<file path="src/rtl/lbr_drain_engine.sv">
// Drains every LBR branch record (source PC, target) into a valid/ready word
// stream with a 2-entry output FIFO, optionally clearing the LBR afterwards.
//
// state   | meaning
// S_IDLE  | waiting for start; the accepted start also issues the read of address 0
// S_READ  | issuing reads whenever FIFO credit allows
// S_WAIT  | all reads issued; waiting for the last word to transfer
// S_CLEAR | one-cycle LBR clear request on the bus
// S_DONE  | one-cycle completion pulse

module lbr_drain_engine #(
  parameter int DATA_WIDTH = 16,
  parameter int ADDR_WIDTH = 16,
  parameter int LBR_DEPTH  = 8
) (
  input  logic                  clock,
  input  logic                  reset,
  input  logic                  start,
  input  logic                  clear_after,
  output logic [1:0]            lbrReq,
  output logic [ADDR_WIDTH-1:0] RW_address,
  input  logic [DATA_WIDTH-1:0] lbr_data,
  output logic                  out_valid,
  input  logic                  out_ready,
  output logic [DATA_WIDTH-1:0] out_data,
  output logic [ADDR_WIDTH-1:0] out_index,
  output logic                  out_last,
  output logic                  busy,
  output logic                  done
);

  localparam logic [ADDR_WIDTH-1:0] LAST_ADDR = ADDR_WIDTH'(2 * LBR_DEPTH - 1);
  localparam logic [1:0] REQ_IDLE  = 2'b00;
  localparam logic [1:0] REQ_READ  = 2'b10;
  localparam logic [1:0] REQ_CLEAR = 2'b11;

  typedef enum logic [2:0] {
    S_IDLE,
    S_READ,
    S_WAIT,
    S_CLEAR,
    S_DONE
  } state_t;

  state_t                state_q, state_d;
  logic [ADDR_WIDTH-1:0] addr_q, addr_d;
  logic                  clear_q, clear_d;
  logic [1:0]            req_q, req_d;
  logic [ADDR_WIDTH-1:0] raddr_q, raddr_d;
  logic                  pend_q;
  logic [ADDR_WIDTH-1:0] pend_idx_q;

  logic [DATA_WIDTH-1:0] fifo_data [2];
  logic [ADDR_WIDTH-1:0] fifo_idx  [2];
  logic                  rd_ptr, wr_ptr;
  logic [1:0]            count_q;

  logic                  push, pop, can_issue, head_last;
  logic [2:0]            committed;

  assign lbrReq     = req_q;
  assign RW_address = raddr_q;
  assign busy       = (state_q != S_IDLE);
  assign done       = (state_q == S_DONE);

  assign out_valid  = (count_q != 2'd0);
  assign pop        = out_valid & out_ready;
  assign push       = pend_q;
  assign head_last  = out_valid && (fifo_idx[rd_ptr] == LAST_ADDR);
  assign out_data   = out_valid ? fifo_data[rd_ptr] : '0;
  assign out_index  = out_valid ? fifo_idx[rd_ptr] : '0;
  assign out_last   = head_last;

  // Every word already buffered or still travelling through the LBR must have
  // a FIFO slot waiting for it, so a stalled consumer can never cause a drop.
  assign committed  = {1'b0, count_q} - {2'b00, pop} + {2'b00, pend_q}
                    + {2'b00, (req_q == REQ_READ)};
  assign can_issue  = (committed < 3'd2);

  always_comb begin
    state_d = state_q;
    addr_d  = addr_q;
    clear_d = clear_q;
    req_d   = REQ_IDLE;
    raddr_d = '0;
    case (state_q)
      S_IDLE: begin
        if (start) begin
          clear_d = clear_after;
          req_d   = REQ_READ;
          raddr_d = '0;
          addr_d  = ADDR_WIDTH'(1);
          state_d = S_READ;
        end
      end
      S_READ: begin
        if (can_issue) begin
          req_d   = REQ_READ;
          raddr_d = addr_q;
          if (addr_q == LAST_ADDR) begin
            state_d = S_WAIT;
          end else begin
            addr_d = addr_q + ADDR_WIDTH'(1);
          end
        end
      end
      S_WAIT: begin
        if (pop && head_last) begin
          if (clear_q) begin
            req_d   = REQ_CLEAR;
            state_d = S_CLEAR;
          end else begin
            state_d = S_DONE;
          end
        end
      end
      S_CLEAR: state_d = S_DONE;
      S_DONE: begin
        addr_d  = '0;
        state_d = S_IDLE;
      end
      default: state_d = S_IDLE;
    endcase
  end

  always_ff @(posedge clock or negedge reset) begin
    if (!reset) begin
      state_q    <= S_IDLE;
      addr_q     <= '0;
      clear_q    <= 1'b0;
      req_q      <= REQ_IDLE;
      raddr_q    <= '0;
      pend_q     <= 1'b0;
      pend_idx_q <= '0;
    end else begin
      state_q    <= state_d;
      addr_q     <= addr_d;
      clear_q    <= clear_d;
      req_q      <= req_d;
      raddr_q    <= raddr_d;
      pend_q     <= (req_q == REQ_READ);
      pend_idx_q <= raddr_q;
    end
  end

  always_ff @(posedge clock or negedge reset) begin
    if (!reset) begin
      fifo_data[0] <= '0;
      fifo_data[1] <= '0;
      fifo_idx[0]  <= '0;
      fifo_idx[1]  <= '0;
      rd_ptr       <= 1'b0;
      wr_ptr       <= 1'b0;
      count_q      <= 2'd0;
    end else begin
      if (push) begin
        fifo_data[wr_ptr] <= lbr_data;
        fifo_idx[wr_ptr]  <= pend_idx_q;
        wr_ptr            <= ~wr_ptr;
      end
      if (pop) begin
        rd_ptr <= ~rd_ptr;
      end
      count_q <= count_q + {1'b0, push} - {1'b0, pop};
    end
  end

endmodule

</file>
<file path="config.mk">
export PLATFORM = sky130hd
export DESIGN_NAME = lbr_drain_engine
export DESIGN_NICKNAME = d
export VERILOG_FILES = /design/src/rtl/lbr_drain_engine.sv
export SDC_FILE = /design/constraint.sdc
export NUM_CORES = 1
export LEC_CHECK = 0
export BUFFER_PORTS_ARGS = -buffer_cell sky130_fd_sc_hd__buf_2
export CAP_MARGIN = 20
export CORE_MARGIN = 3
export CORE_UTILIZATION = 57
export DETAILED_ROUTE_END_ITERATION = 8
export PLACE_DENSITY = 0.81
export REMOVE_ABC_BUFFERS = 1
export SYNTH_ARGS = -nofsm -noshare
export SYNTH_HDL_FRONTEND = slang
export SYNTH_SLANG_ARGS = --single-unit
</file>
<file path="constraint.sdc">
create_clock -name clock -period 4.55 [get_ports clock]
set_input_delay 0.91 -clock clock [delete_from_list [all_inputs] [get_ports clock]]
set_output_delay 0.91 -clock clock [all_outputs]
set_load 0.05 [all_outputs]
</file>
==> parameters.txt <==
Parameter                              Value

Place
  Routability congestion estimate ... 0.946
  Quantity of I/O buffers inserted on ports ... 74
  HPWL after DPL ... 7.63 mm
  Count of placed standard cells including taps ... 605

Status
  Status ... finished clean

Power
  LEAKAGE ... 3.43 nW
  Power per cell area ... 496 nW/µm²
  Maximum resistive drop on vdd ... 0.000238 V

GRT
  Overall global routing resource usage ... 23.9%
  First-pass GRT wire length ... 19.4 mm
  Number of antenna violations at the first check in global routing ... 0
  Remaining global-route overflow ... 0
  Number of global-route vias before repair ... 3822
  Largest net degree at the start of global routing ... 57

STA
  Ratio of final minimum period to clock period ... 87.8%
  Max Fclk ... 0.250 GHz
  Slew HR ... 54.6%
  Post-Route Skew ... 0.00591 ns
  Final Slew Violations ... 0
  Final hold viol count ... 0
  Total of endpoints with negative setup slack in the final report ... 0
  Unrepaired setup endpoints after global routing ... false
  Final Critical Period ... 3.99 ns
  Setup TNS ... 0 ns
  Actual transition at the worst max-transition pin ... 0.682 ns

Worst setup path
  Worst setup slack for register-to-register paths ... 0.56 ns
  Critical path fanouts, max ... 9
  Kind of end point of the critical path ... flop
  Path depth of the worst reg2reg path ... 11
  CP Data Arrival Time ... 4.43 ns
  Reg2Reg Capture Point ... addr_q[10]$_DFFE_PN0P_
  Critical Path RT ... 4.98 ns
  Worst setup path category ... flop to flop
  Startpoint of the lowest-slack register-to-register path ... count_q[1]$_DFF_PN0_
  Nature of the critical path startpoint ... flop

Clock network
  Sinks on Clock Net ... 123
  Max Buffers Root-to-Sink ... 2
  Number of post-CTS setup repair buffers ... 0
  Clock insertion delay at the later pin of the skew report ... 0.51 ns
  CTS clock-pin slew for the worst setup and hold paths ... 0.06 ns
  Root Buffer ... sky130_fd_sc_hd__clkbuf_8
  Clock tree from TritonCTS ... built
  CTS buffer count ... 17
  CTS H-tree depth ... 4
  Post-cts hold buffer count ... 0
  CTS resizes ... 0

Die
  Horiz. Die Dim ... 103 µm
  Vertical die dimension ... 103 µm
  Initial standard-cell utilization of the core ... 60.3%
  Number of rows created at floorplan ... 34
  Count of pins on the block boundary ... 75
  Area of the core ... 8930 µm²
  Die Outline Area ... 10700 µm²

Synth
  Distinct cell type count of the synthesized netlist ... 50
  Biggest area contributors in the synthesized netlist ... sky130_fd_sc_hd__dfrtp_1 (57%), sky130_fd_sc_hd__mux2_2 (14%), sky130_fd_sc_hd__mux2i_1 (6.3%), sky130_fd_sc_hd__nor2_1 (3.1%), sky130_fd_sc_hd__and3_1 (1.7%)
  Top-area cell type share of the netlist area ... 57.1%
  Number of enable flip-flop cells after synthesis ... 0
  Post-synthesis async set-or-reset flop share ... 100%
  Ys flop type ... sky130_fd_sc_hd__dfrtp_1
  Mean instance size in the synthesized netlist ... 12.4 µm²
  Share of synthesized area occupied by flip-flops and latches ... 57.1%
  Combined area of all synthesized cells ... 5390 µm²
  Cells after Synth ... 436
  Count of synthesis-stage warnings from yosys ... 0
  Biggest area consumer among synthesized cells ... sky130_fd_sc_hd__dfrtp_1
  Total of flip-flops plus latches after synthesis ... 123

Route
  Via count normalized by instance count ... 5.92
  Detailed-route wire length ... 11.9 mm
  DRC errors left ... 0
  Number of nets with antenna violations after detailed routing ... 0
  Average wire per standard cell ... 18.6 µm
  Detailed-route via count ... 3771
  Initial drt markers ... 191
  Number of iterations in the first detailed-routing pass ... 5

Cells and area
  Number of fillers in the final layout ... 583
  Post-layout net count ... 543
  Antenna cells ... 0
  Proportion of layout cells with a drive suffix above 1 ... 36.3%
  Area growth, synth to finish ... 20.1%
  Area occupied by registers ... 3080 µm²
  Number of standard cells in the layout, taps in and fillers out ... 637
  Total area of multi-input combinational cells ... 2160 µm²

Flow run
  Count of maximum capacitance violations ... 0

Min path
  Hold Path Sink ... pend_idx_q[14]$_DFF_PN0_
  Worst Hold Depth ... 0
  Hold WC Path Type ... flop to flop
  Hold path startpoint ... RW_address[14]$_DFF_PN0_
## where the power goes
| part | internal, W | total, W | switching [W] |
|---|---|---|---|
| Sequential | 0.00112 | 0.00117 | 0.0000567 |
| Clock | 0.000848 | 0.00137 | 0.000519 |
| Combinational | 0.000205 | 0.000669 | 0.000464 |
| Total | 0.00217 | 0.00321 | 0.00104 |
## routing by layer
| metal | vias to the layer above | GRT usage [%] | routed length, µm | part of all wire [%] |
|---|---|---|---|---|
| met2 | 123 | 41.8 | 6290 | 53 |
| met1 | 1904 | 29.5 | 4910 | 41 |
| met5 | - | 0 | 0 | 0 |
| met3 | 8 | 6.30 | 588 | 5.0 |
| met4 | 0 | 6.37 | 85 | 0.72 |
| li1 | 1736 | - | - | - |
## cell usage after synthesis, drive strengths merged, types with 2 or more instances
cell    number
or4b         2
nor3b        2
nand2       11
a31oi        4
nor2b        3
nor3         2
xnor2        3
nor4         6
or3          6
mux2        66
and3        15
ha           5
or4          8
o31ai        4
nor2        44
and4         2
xor2         3
o211a        2
and2         3
o21ai       10
clkbuf      10
mux2i       34
inv         15
nand4        7
nand3        7
dfrtp      123
buf         11
a21oi       11
or2          2
## per-stage QoR
stage / utilization (%) / hold WS (ns) / worst slack, ns / instance area (µm²) / total power (W)
2_1_floorplan: - / 0.463 / 0.596 / 5290 / 0.00166
3_3_place_gp: 65.7 / 0.355 / 0.395 / 5870 / 0.00183
3_5_place_dp: 65.7 / 0.361 / 0.299 / 5870 / 0.00185
4_1_cts: 72.4 / 0.376 / 0.571 / 6470 / 0.00323
5_1_grt: 72.4 / 0.391 / 0.297 / 6470 / 0.00334
6_report: 72.4 / 0.372 / 0.555 / 6470 / 0.00321
## cell usage in the layout, fill, tap and decap left out, types with 5 or more instances in the layout
master                        n
sky130_fd_sc_hd__o21ai_0      9
sky130_fd_sc_hd__or3_1        5
sky130_fd_sc_hd__inv_1       15
sky130_fd_sc_hd__nand2_1     11
sky130_fd_sc_hd__mux2i_1     34
sky130_fd_sc_hd__buf_2       73
sky130_fd_sc_hd__buf_4        9
sky130_fd_sc_hd__nor2_1      43
sky130_fd_sc_hd__dfrtp_1    122
sky130_fd_sc_hd__mux2_2      66
sky130_fd_sc_hd__and3_1      15
sky130_fd_sc_hd__or4_1        8
sky130_fd_sc_hd__ha_1         5
sky130_fd_sc_hd__a21oi_1     11
sky130_fd_sc_hd__clkbuf_16   16
sky130_fd_sc_hd__nand4_1      7
sky130_fd_sc_hd__nor4_1       6
sky130_fd_sc_hd__nand3_1      7
## sequential cells by signal (all words and copies together), names as in the netlist
name and cells:
pend_idx_q 16, state_q 3, count_q 2, wr_ptr 1, lbrReq 2, RW_address 16
fifo_data 32, rd_ptr 1, clear_q 1, pend_q 1, addr_q 16, fifo_idx 32
## worst max-delay path, stage by stage (launching register included)
cell	delay (ns)
sky130_fd_sc_hd__dfrtp_1	0.45
sky130_fd_sc_hd__o21ai_0	0.37
sky130_fd_sc_hd__inv_1	0.11
sky130_fd_sc_hd__ha_1	0.29
sky130_fd_sc_hd__inv_1	0.07
sky130_fd_sc_hd__ha_1	0.29
sky130_fd_sc_hd__a21o_1	0.19
sky130_fd_sc_hd__fa_1	0.50
sky130_fd_sc_hd__or4b_4	0.50
sky130_fd_sc_hd__or4_1	0.62
sky130_fd_sc_hd__or3_1	0.35
sky130_fd_sc_hd__a21oi_1	0.16
## area by class of cell
cell class | instances | area share, %
clock buffer | 18 | 6.46
clock inverter | 14 | 2.88
sequential | 123 | 47.6
timing repair buffer | 82 | 6.69
tap | 108 | 2.09
inverter | 15 | 0.870
multi-input combinational | 277 | 33.4
## how the worst max path moves through the flow
stage / from / endpoint / slack (ns) / depth (start not counted)
5_1_grt: count_q[1]$_DFF_PN0_ / addr_q[10]$_DFFE_PN0P_ / 0.30 / 11
2_1_floorplan: out_ready / addr_q[8]$_DFFE_PN0P_ / 0.60 / 11
3_5_place_dp: out_ready / addr_q[8]$_DFFE_PN0P_ / 0.30 / 12
6_report: count_q[1]$_DFF_PN0_ / addr_q[10]$_DFFE_PN0P_ / 0.56 / 11
4_1_cts: count_q[1]$_DFF_PN0_ / addr_q[12]$_DFFE_PN0P_ / 0.57 / 11
3_3_place_gp: out_ready / addr_q[8]$_DFFE_PN0P_ / 0.40 / 12
## cells by family (layout without fill, tap and decap cells)
| group | count (synthesis) | in the layout | synth area share (%) |
|---|---|---|---|
| compound gates | 39 | 39 | 4.58 |
| simple gates | 126 | 126 | 12.8 |
| fa+ha+maj | 6 | 6 | 1.53 |
| buf+inv | 36 | 129 | 2.81 |
| mux | 100 | 100 | 20.1 |
| xor+xnor | 6 | 6 | 0.976 |
| flops | 123 | 123 | 57.1 |
No activity file was read; power rests on OpenSTA's default activity.
